File: src/rtl/duck_sprite_fetch_if.sv
`default_nettype none
// ============================================================================
//  Module   : duck_sprite_fetch_if
//  Brief    : Pixel/ROM/palette signal bundle for the duck sprite fetch stage.
//             The master side is the VGA timing + sprite ROM environment; the
//             slave side is the fetch block itself.
//  Revision : 1.0  initial release
// ============================================================================
interface duck_sprite_fetch_if #(
    parameter int ADDR_W = 13
);
    // Raster position of the pixel being presented this cycle
    logic [9:0]        DrawX;
    logic [9:0]        DrawY;
    // Once-per-frame strobe during vertical blank
    logic              frame_tick;
    // Requested sprite state, only sampled on frame_tick
    logic [9:0]        duck_x;
    logic [9:0]        duck_y;
    logic              duck_en;
    logic              flip_h;
    logic              anim_pause;
    // Synchronous sprite ROM: data valid one cycle after address
    logic [ADDR_W-1:0] rom_addr;
    logic [3:0]        rom_data;
    // Toward the palette block
    logic [3:0]        pal_index;
    logic              pix_valid;
    logic [1:0]        anim_frame;

    modport master (
        output DrawX, DrawY, frame_tick,
        output duck_x, duck_y, duck_en, flip_h, anim_pause,
        output rom_data,
        input  rom_addr, pal_index, pix_valid, anim_frame
    );

    modport slave (
        input  DrawX, DrawY, frame_tick,
        input  duck_x, duck_y, duck_en, flip_h, anim_pause,
        input  rom_data,
        output rom_addr, pal_index, pix_valid, anim_frame
    );
endinterface
`default_nettype wire

File: src/rtl/duck_sprite_fetch.sv
`default_nettype none
// ============================================================================
//  Module   : duck_sprite_fetch
//  Brief    : Per-pixel duck sprite hit test, animated ROM address generation
//             and 3-cycle registered palette-index delivery. Sprite position,
//             visibility and facing are latched once per frame so the sprite
//             never tears within a frame.
//  Revision : 1.0  initial release
// ============================================================================
module duck_sprite_fetch #(
    parameter int SPRITE_W   = 46,
    parameter int SPRITE_H   = 40,
    parameter int NUM_FRAMES = 3,
    parameter int FRAME_HOLD = 8,
    parameter int ADDR_W     = 13
) (
    input  wire logic          Clk,
    input  wire logic          Reset,
    duck_sprite_fetch_if.slave bus
);

    // Words per animation frame; frames sit back-to-back in the ROM.
    localparam logic [ADDR_W-1:0] c_FRAME_SIZE = ADDR_W'(SPRITE_W * SPRITE_H);
    localparam logic [ADDR_W-1:0] c_SPRITE_W   = ADDR_W'(SPRITE_W);
    localparam logic [ADDR_W-1:0] c_LAST_COL   = ADDR_W'(SPRITE_W - 1);
    // Hold counter needs at least one bit even when FRAME_HOLD is 1.
    localparam int                c_HOLD_W     = (FRAME_HOLD > 1) ? $clog2(FRAME_HOLD) : 1;
    localparam logic [c_HOLD_W-1:0] c_HOLD_LAST = c_HOLD_W'(FRAME_HOLD - 1);
    localparam logic [1:0]        c_FRAME_LAST = 2'(NUM_FRAMES - 1);

    // ------------------------------------------------------------------
    // Per-frame shadow copy of the requested sprite state
    // ------------------------------------------------------------------
    logic [9:0]          r_sx;
    logic [9:0]          r_sy;
    logic                r_sen;
    logic                r_sflip;

    // Animation sequencing
    logic [c_HOLD_W-1:0] r_hold;
    logic [1:0]          r_anim_frame;

    // Pipeline state
    logic [ADDR_W-1:0]   r_rom_addr;
    logic                r_hit_d1;
    logic                r_hit_d2;
    logic [3:0]          r_pal_index;
    logic                r_pix_valid;

    // Stage-1 combinational terms
    logic [10:0]         w_dx;
    logic [10:0]         w_dy;
    logic                w_hit;
    logic [ADDR_W-1:0]   w_col;
    logic [ADDR_W-1:0]   w_addr;

    // Capture the requested sprite state only at the frame boundary.
    always_ff @(posedge Clk or posedge Reset) begin
        if (Reset) begin
            r_sx    <= '0;
            r_sy    <= '0;
            r_sen   <= 1'b0;
            r_sflip <= 1'b0;
        end else if (bus.frame_tick) begin
            r_sx    <= bus.duck_x;
            r_sy    <= bus.duck_y;
            r_sen   <= bus.duck_en;
            r_sflip <= bus.flip_h;
        end
    end

    // Advance the animation every FRAME_HOLD unpaused frame ticks.
    always_ff @(posedge Clk or posedge Reset) begin
        if (Reset) begin
            r_hold       <= '0;
            r_anim_frame <= '0;
        end else if (bus.frame_tick && !bus.anim_pause) begin
            if (r_hold == c_HOLD_LAST) begin
                r_hold <= '0;
                if (r_anim_frame == c_FRAME_LAST) begin
                    r_anim_frame <= '0;
                end else begin
                    r_anim_frame <= r_anim_frame + 2'd1;
                end
            end else begin
                r_hold <= r_hold + c_HOLD_W'(1);
            end
        end
    end

    // Hit test and ROM address for the pixel presented this cycle. The
    // 11-bit subtraction wraps for pixels left of / above the sprite, which
    // makes them fail the range compare without a separate sign check.
    always_comb begin
        w_dx  = {1'b0, bus.DrawX} - {1'b0, r_sx};
        w_dy  = {1'b0, bus.DrawY} - {1'b0, r_sy};
        w_hit = r_sen && (w_dx < 11'(SPRITE_W)) && (w_dy < 11'(SPRITE_H));
        // Mirrored sprite reads each row right-to-left.
        w_col = r_sflip ? (c_LAST_COL - ADDR_W'(w_dx)) : ADDR_W'(w_dx);
        w_addr = (ADDR_W'(r_anim_frame) * c_FRAME_SIZE)
               + (ADDR_W'(w_dy) * c_SPRITE_W)
               + w_col;
    end

    // Stage 1: register the address (parked at 0 on a miss) and the hit flag,
    // then delay the hit flag one more cycle to meet the ROM read data.
    always_ff @(posedge Clk or posedge Reset) begin
        if (Reset) begin
            r_rom_addr <= '0;
            r_hit_d1   <= 1'b0;
            r_hit_d2   <= 1'b0;
        end else begin
            r_rom_addr <= w_hit ? w_addr : '0;
            r_hit_d1   <= w_hit;
            r_hit_d2   <= r_hit_d1;
        end
    end

    // Stage 3: qualify the ROM data; index 0 is transparent background.
    always_ff @(posedge Clk or posedge Reset) begin
        if (Reset) begin
            r_pal_index <= '0;
            r_pix_valid <= 1'b0;
        end else begin
            r_pal_index <= r_hit_d2 ? bus.rom_data : 4'd0;
            r_pix_valid <= r_hit_d2 && (bus.rom_data != 4'd0);
        end
    end

    assign bus.rom_addr   = r_rom_addr;
    assign bus.pal_index  = r_pal_index;
    assign bus.pix_valid  = r_pix_valid;
    assign bus.anim_frame = r_anim_frame;

endmodule
`default_nettype wire

File: src/flat_wrapper.sv
// flat-port wrapper written by rule: the top's interface ports become plain ports
module duck_sprite_fetch_flat 
#(
    parameter int SPRITE_W   = 46,
    parameter int SPRITE_H   = 40,
    parameter int NUM_FRAMES = 3,
    parameter int FRAME_HOLD = 8,
    parameter int ADDR_W     = 13
)
  (Clk, Reset, bus_DrawX, bus_DrawY, bus_frame_tick, bus_duck_x, bus_duck_y, bus_duck_en, bus_flip_h, bus_anim_pause, bus_rom_data, bus_rom_addr, bus_pal_index, bus_pix_valid, bus_anim_frame);
  duck_sprite_fetch_if #(.ADDR_W(ADDR_W)) bus_i ();
  input  wire logic Clk;
  input  wire logic Reset;
  input wire logic [$bits(bus_i.DrawX)-1:0] bus_DrawX;
  input wire logic [$bits(bus_i.DrawY)-1:0] bus_DrawY;
  input wire logic [$bits(bus_i.frame_tick)-1:0] bus_frame_tick;
  input wire logic [$bits(bus_i.duck_x)-1:0] bus_duck_x;
  input wire logic [$bits(bus_i.duck_y)-1:0] bus_duck_y;
  input wire logic [$bits(bus_i.duck_en)-1:0] bus_duck_en;
  input wire logic [$bits(bus_i.flip_h)-1:0] bus_flip_h;
  input wire logic [$bits(bus_i.anim_pause)-1:0] bus_anim_pause;
  input wire logic [$bits(bus_i.rom_data)-1:0] bus_rom_data;
  output wire logic [$bits(bus_i.rom_addr)-1:0] bus_rom_addr;
  output wire logic [$bits(bus_i.pal_index)-1:0] bus_pal_index;
  output wire logic [$bits(bus_i.pix_valid)-1:0] bus_pix_valid;
  output wire logic [$bits(bus_i.anim_frame)-1:0] bus_anim_frame;
  assign bus_i.DrawX = bus_DrawX;
  assign bus_i.DrawY = bus_DrawY;
  assign bus_i.frame_tick = bus_frame_tick;
  assign bus_i.duck_x = bus_duck_x;
  assign bus_i.duck_y = bus_duck_y;
  assign bus_i.duck_en = bus_duck_en;
  assign bus_i.flip_h = bus_flip_h;
  assign bus_i.anim_pause = bus_anim_pause;
  assign bus_i.rom_data = bus_rom_data;
  assign bus_rom_addr = bus_i.rom_addr;
  assign bus_pal_index = bus_i.pal_index;
  assign bus_pix_valid = bus_i.pix_valid;
  assign bus_anim_frame = bus_i.anim_frame;
  duck_sprite_fetch #(.SPRITE_W(SPRITE_W), .SPRITE_H(SPRITE_H), .NUM_FRAMES(NUM_FRAMES), .FRAME_HOLD(FRAME_HOLD), .ADDR_W(ADDR_W)) u_core (.Clk(Clk), .Reset(Reset), .bus(bus_i));
endmodule
File: config.mk
export PLATFORM = sky130hd
export DESIGN_NAME = duck_sprite_fetch_flat
export DESIGN_NICKNAME = d
export VERILOG_FILES = /design/src/rtl/duck_sprite_fetch_if.sv /design/src/rtl/duck_sprite_fetch.sv /design/src/flat_wrapper.sv
export SDC_FILE = /design/constraint.sdc
export NUM_CORES = 1
export LEC_CHECK = 0
export CAP_MARGIN = 30
export CORE_MARGIN = 3
export CORE_UTILIZATION = 40
export CTS_CLUSTER_DIAMETER = 40
export CTS_CLUSTER_SIZE = 20
export DETAILED_ROUTE_END_ITERATION = 10
export GPL_TIMING_DRIVEN = 1
export SLEW_MARGIN = 40
export SYNTH_ARGS = -nofsm -noshare
export SYNTH_HDL_FRONTEND = slang
export SYNTH_SLANG_ARGS = --single-unit
export TNS_END_PERCENT = 30
File: constraint.sdc
create_clock -name Clk -period 5.41 [get_ports Clk]
set_input_delay 1.082 -clock Clk [delete_from_list [all_inputs] [get_ports Clk]]
set_output_delay 1.082 -clock Clk [all_outputs]
set_load 0.02 [all_outputs]
## Word level (Yosys, flattened, before mapping)

Cells that the tools add are included.

| storage, ports and cells | value |
|---|---|
| register bits after elaboration | 47 |
| bits of input ports | 50 |
| output and inout port bits | 20 |
| logic and storage cells | 36 |

| cells by class | value |
|---|---|
| add/subtract/negate cells | 7 |
| multiply operators | 2 |
| $lt $le $gt $ge | 2 |
| equal/unequal tests | 2 |
| multiplexer cells | 5 |
| reductions and logical operators | 7 |

Operator list:

| operator | number |
|---|---|
| adder 13 bit | 2 |
| 2-to-1 mux 13 bit | 2 |
| less-than comparator 11 x 6 -> 1 bit, second input constant | 2 |
| subtractor 10 x 10 -> 11 bit | 2 |
| multiplier 11 x 5 -> 12 bit, second input constant | 1 |
| subtractor 6 x 11 -> 12 bit, first input constant | 1 |
| multiplier 2 x 7 -> 9 bit, second input constant | 1 |
| logical AND 1 bit | 4 |
| 2-to-1 mux 4 bit | 1 |
| nonzero test 4 bit | 1 |
| adder 3 x 1 -> 3 bit, second input constant | 1 |
| equality test 3 bit, second input constant | 1 |
| 2-to-1 mux 3 bit | 1 |
| adder 2 x 1 -> 2 bit, second input constant | 1 |
| equality test 2 bit, second input constant | 1 |
| 2-to-1 mux 2 bit | 1 |
| AND reduction 2 bit | 1 |
| zero test 1 bit | 1 |

## Depth between registers and ports, before layout

| logic depth | value |
|---|---|
| depth after elaboration | 5 |
| gate-level depth with buffers | 29 |
| mapped depth without buffers | 29 |

## Least setup slack after synthesis

No wires, ideal clock.

| timing path | value |
|---|---|
| path kind | input-to-reg |
| from | input port bus_DrawY[0] |
| to | register u_core.r_rom_addr[12], in the netlist u_core.bus.rom_addr[12] |
| library setup time | 0.127 ns |
| arrival | 6.402 ns |
| required time | 5.283 ns |
| setup slack | -1.119 ns |
| cell stages on the path | 27 |
| buffers on the path | 0 |
| cell sequence | inv_1 -> ha_1 -> inv_1 -> fa_1 -> a21oi_1 -> o21ai_0 -> a21oi_1 -> xor2_1 -> inv_1 -> ha_1 -> inv_1 -> fa_1 -> fa_1 -> inv_1 -> ha_1 -> a21o_1 -> a21oi_1 -> xor2_1 -> fa_1 -> xnor2_1 -> xnor2_1 -> xnor2_1 -> or3_1 -> a21o_1 -> a22oi_1 -> o21ai_0 -> nor3b_2 |

| on the way | value |
|---|---|
| cells in the longest elaborated chain, start to end | 5 |
| elaborated cells on any way between the ends | 7 |
| classes of those cells | 3 x add/sub; 1 x mul; 1 x order compare; 1 x mux; 1 x reduce/logical |

RTL lines:

| element | line | source |
|---|---|---|
| start, declared | flat_wrapper.sv:15 | `input wire logic [$bits(bus_i.DrawY)-1:0] bus_DrawY;` |
| subtractor 10 x 10 -> 11 bit * | duck_sprite_fetch.sv:96 | `w_dy = {1'b0, bus.DrawY} - {1'b0, r_sy};` |
| multiplier 11 x 5 -> 12 bit | duck_sprite_fetch.sv:101 | `+ (ADDR_W'(w_dy) * c_SPRITE_W)` |
| adder 13 bit | duck_sprite_fetch.sv:101 |  |
| adder 13 bit | duck_sprite_fetch.sv:102 | `+ w_col;` |
| 2-to-1 mux 13 bit * | duck_sprite_fetch.sv:113 | `r_rom_addr <= w_hit ? w_addr : '0;` |
| end signal, assigned | duck_sprite_fetch.sv:113 |  |
| end, declared | duck_sprite_fetch.sv:44 | `logic [ADDR_W-1:0] r_rom_addr;` |

Mark *: on every way between the ends. The rest lies on a longest branch, timed or not.
A chain may end at the register's enable or synchronous reset.

## Worst setup path after layout

| timing path | value |
|---|---|
| from | input port bus_DrawY[1] |
| to | register u_core.r_rom_addr[12], in the netlist u_core.bus.rom_addr[12] |

The elaborated chain is that of the path after synthesis.

==> summary.md <==
| Metric | Value |
|---|---|
| Sequential element share of the synthesized area | `26.0%` |
| Die height | `112 um` |
| # DRC | `0` |
| Number of I/O port buffers | `69` |
| Slew HR | `61.5%` |
| GRT Total Usage | `17.7%` |
| Clock Latency Late Sink | `0.30 ns` |
| Fmax | `163 MHz` |
| CP arrival | `6.30 ns` |
| Filler instances | `962` |
| N_diodes | `0` |
| Ys async rst share | `100%` |
| Worst-path fanout max | `3` |
| Post-Syn Area | `4520 um2` |
| EDFF count, synth | `0` |
| Final WS setup | `-0.723 ns` |
| Worst Tran Pin Value | `0.578 ns` |
| CTS max path bufs | `2` |
| Final wirelength | `10.4 mm` |
| Hold Slack | `0.348 ns` |
| Vias in the first global route | `4,046` |
| Worst Path Class, Setup | `input pin to flop` |
| MaxCap Viol Count | `0` |
| Area leader, netlist | `dfrtp_1` |
| Nets | `797` |
| Simple-gate share of the synthesized area | `11.4%` |
| Antenna-violating nets left | `0` |
| Startpoint types | `input pin` |
| Prevailing post-synth register cell | `dfrtp_1` |
| Worst Hold Class | `flop to flop` |
| Die area | `12,600 um2` |
| Mux cell area share after synthesis | `1.99%` |
| Synth area leaders | `dfrtp_1, ha_1, fa_1` |
| CTS clk-pin slew, worst paths | `0.06 ns` |
| Req. time, crit path | `5.58 ns` |
| Initial antenna violation count | `0` |
| Drt pass-1 iters | `4` |
| Mapped Nets | `634` |
| Hpwl dp | `8.56 mm` |
| Clock sink count | `47` |
| Worst clock skew | `0.00665 ns` |
| Effective utilization at floorplan | `41.4%` |
| Fin crit share | `113%` |
| RSZ-0062 raised after global routing | `true` |
| Chip Width | `112 um` |
| CTS buffer count | `5` |
| Failing checks | `setup timing` |
| Most frequent CP cell | `ha_4` |
| Compound-Gate Fraction of Synth Area | `16.7%` |
| CP peak stage delay | `0.56 ns` |
| Share of cells above drive strength 1 | `26.7%` |
| Cell variety after synth | `53` |
| Area share of the largest cell type after synthesis | `26.0%` |
| Via count | `3,850` |
| Area Growth Syn to Fin | `47.0%` |
| Vias per cell | `4.81` |
| Gr busiest metal | `met2` |
| Overflow after GRT | `0` |
| Yosys warnings | `0` |
| Clock Tree Root | `clkbuf_16` |
| Post-Synth XOR/XNOR Area | `6.95%` |
| Outcome | `finished with violations` |
| Avg Cell Area, Syn | `9.12 um2` |
| Met3 usage | `2.64%` |
| Syn Inst Count | `496` |
| Minimum clock period | `6.13 ns` |
| Post-Synth Adder-Cell Area | `28.7%` |
| Endpoint class of the critical path | `flop` |
| Gp weighted congestion | `0.831` |
| Htree depth | `2` |
| First-pass GRT wire length | `18.3 mm` |
| I/O pin total | `70` |
| CTS tree | `built` |
| WL/cell | `13.0 um` |
| Core ar. | `10,900 um2` |
| Largest net degree at the start of global routing | `48` |
| Slowest-stage cell, CP | `fa_1` |
| Final setup viols | `4` |
| DRT iter0 DRCs | `123` |
| Largest family of logic cells by synthesized area | `adder cells` |
| Synth Register Bits | `47` |
| Met1 Track Usage GR | `22.1%` |
| Max-slew violations | `0` |
| GR met2 Demand/Resource | `31.5%` |
| FP Rows | `38` |
| Final-report hold violation count | `0` |
what timing repair did:
| action | CTS | global route |
|---|---|---|
| setup endpoints to repair | 7 | 6 |
| hold endpoints to repair | 0 | 0 |
| buffers inserted | 8 | 0 |
| resized for setup | 50 | 6 |
| hold buffers | 0 | 0 |
| pin swaps | 39 | 7 |
critical path, delay by kind of cell:
family	cells	cell delay [ns]
XOR/XNOR	4	0.50
AND/OR/NAND/NOR	6	1.14
buffers and inverters	4	0.22
adder cells (fa/ha/maj)	6	2.08
AO/OA/AOI/OAI	9	1.29
state kept, by name (all words and copies together) (netlist names):
register,flops
u_core.bus.anim_frame,2
u_core.bus.pal_index,4
u_core.bus.pix_valid,1
u_core.bus.rom_addr,13
u_core.r_hit_d1,1
u_core.r_hit_d2,1
u_core.r_hold,3
u_core.r_sen,1
u_core.r_sflip,1
u_core.r_sx,10
u_core.r_sy,10
cells in the final DEF, fill, tap and decap left out, types with 8 or more instances in the layout:
master | synthesis | final
nor3_1 | 12 | 10
fa_1 | 26 | 24
nor2_1 | 24 | 24
clkdlybuf4s50_1 | 0 | 64
dfrtp_1 | 47 | 47
xor2_1 | 14 | 11
o21ai_0 | 39 | 30
inv_1 | 90 | 76
a21o_1 | 8 | 8
nand2_1 | 33 | 32
inv_2 | 1 | 12
ha_1 | 62 | 47
xnor2_1 | 20 | 17
buf_4 | 1 | 93
a21oi_1 | 25 | 20
ha_4 | 0 | 15
mux2_2 | 8 | 8
cells in the mapped netlist, types with 7 or more instances:
cell / number
inv_1: 90
ha_1: 62
dfrtp_1: 47
o21ai_0: 39
nand2_1: 33
fa_1: 26
a21oi_1: 25
nor2_1: 24
xnor2_1: 20
xor2_1: 14
nor3_1: 12
a21o_1: 8
mux2_2: 8
nand2b_1: 7
per-layer routing:
metal  vias up  part of all wire, %
met3        12                  3.7
met4         0                  2.0
met5         -                    0
met1      1776                   44
li1       1983                    -
met2        79                   50
worst paths after layout:
kind | cells after the start | end | startpoint | slack, ns
hold / removal | 0 | u_core.r_hit_d2$_DFF_PP0_ | u_core.r_hit_d1$_DFF_PP0_ | 0.35
hold reg to reg | 0 | u_core.r_hit_d2$_DFF_PP0_ | u_core.r_hit_d1$_DFF_PP0_ | 0.35
setup reg to reg | 29 | u_core.bus.rom_addr[12]$_DFF_PP0_ | u_core.r_sy[1]$_DFFE_PP0P_ | -0.34
min in group asynchronous | 2 | u_core.bus.pal_index[0]$_DFF_PP0_ | Reset | 1.21
setup / recovery | 29 | u_core.bus.rom_addr[12]$_DFF_PP0_ | bus_DrawY[1] | -0.72
max in group asynchronous | 2 | u_core.r_sy[7]$_DFFE_PP0P_ | Reset | 3.82
stage by stage:
step,utilization [%],TNS [ns],instance area [um2],instances,worst slack (ns)
after detailed placement,56.6,-7.30,6180,784,-1.61
after CTS,60.5,-1.54,6620,800,-0.763
after floorplan,-,-1.85,4700,496,-0.850
after global routing,60.8,-2.72,6650,800,-0.995
final,60.8,-1.46,6650,800,-0.723
after global placement,56.5,-6.81,6180,784,-1.51
logic make-up after synthesis:
| family | after synthesis |
|---|---|
| flip-flops | 47 |
| buffers and inverters | 99 |
| adder cells (fa/ha/maj) | 88 |
| multiplexers | 8 |
| AO/OA/AOI/OAI | 114 |
| XOR/XNOR | 35 |
| AND/OR/NAND/NOR | 105 |
layout make-up:
class                           instances  area (um2)  share of cell area, %
Sequential cell                        47        1180                   17.7
Inverter                               91         359                   5.40
Multi-Input combinational cell        350        3340                   50.3
Timing Repair Buffer                  164        1420                   21.3
Clock inverter                          2        38.8                  0.583
Clock buffer                            6         139                   2.09
Tap cell                              140         175                   2.64
Power is left out: the tool's default activity adds up to more than one toggle a clock period on the data nets, which glitch-free logic cannot reach.
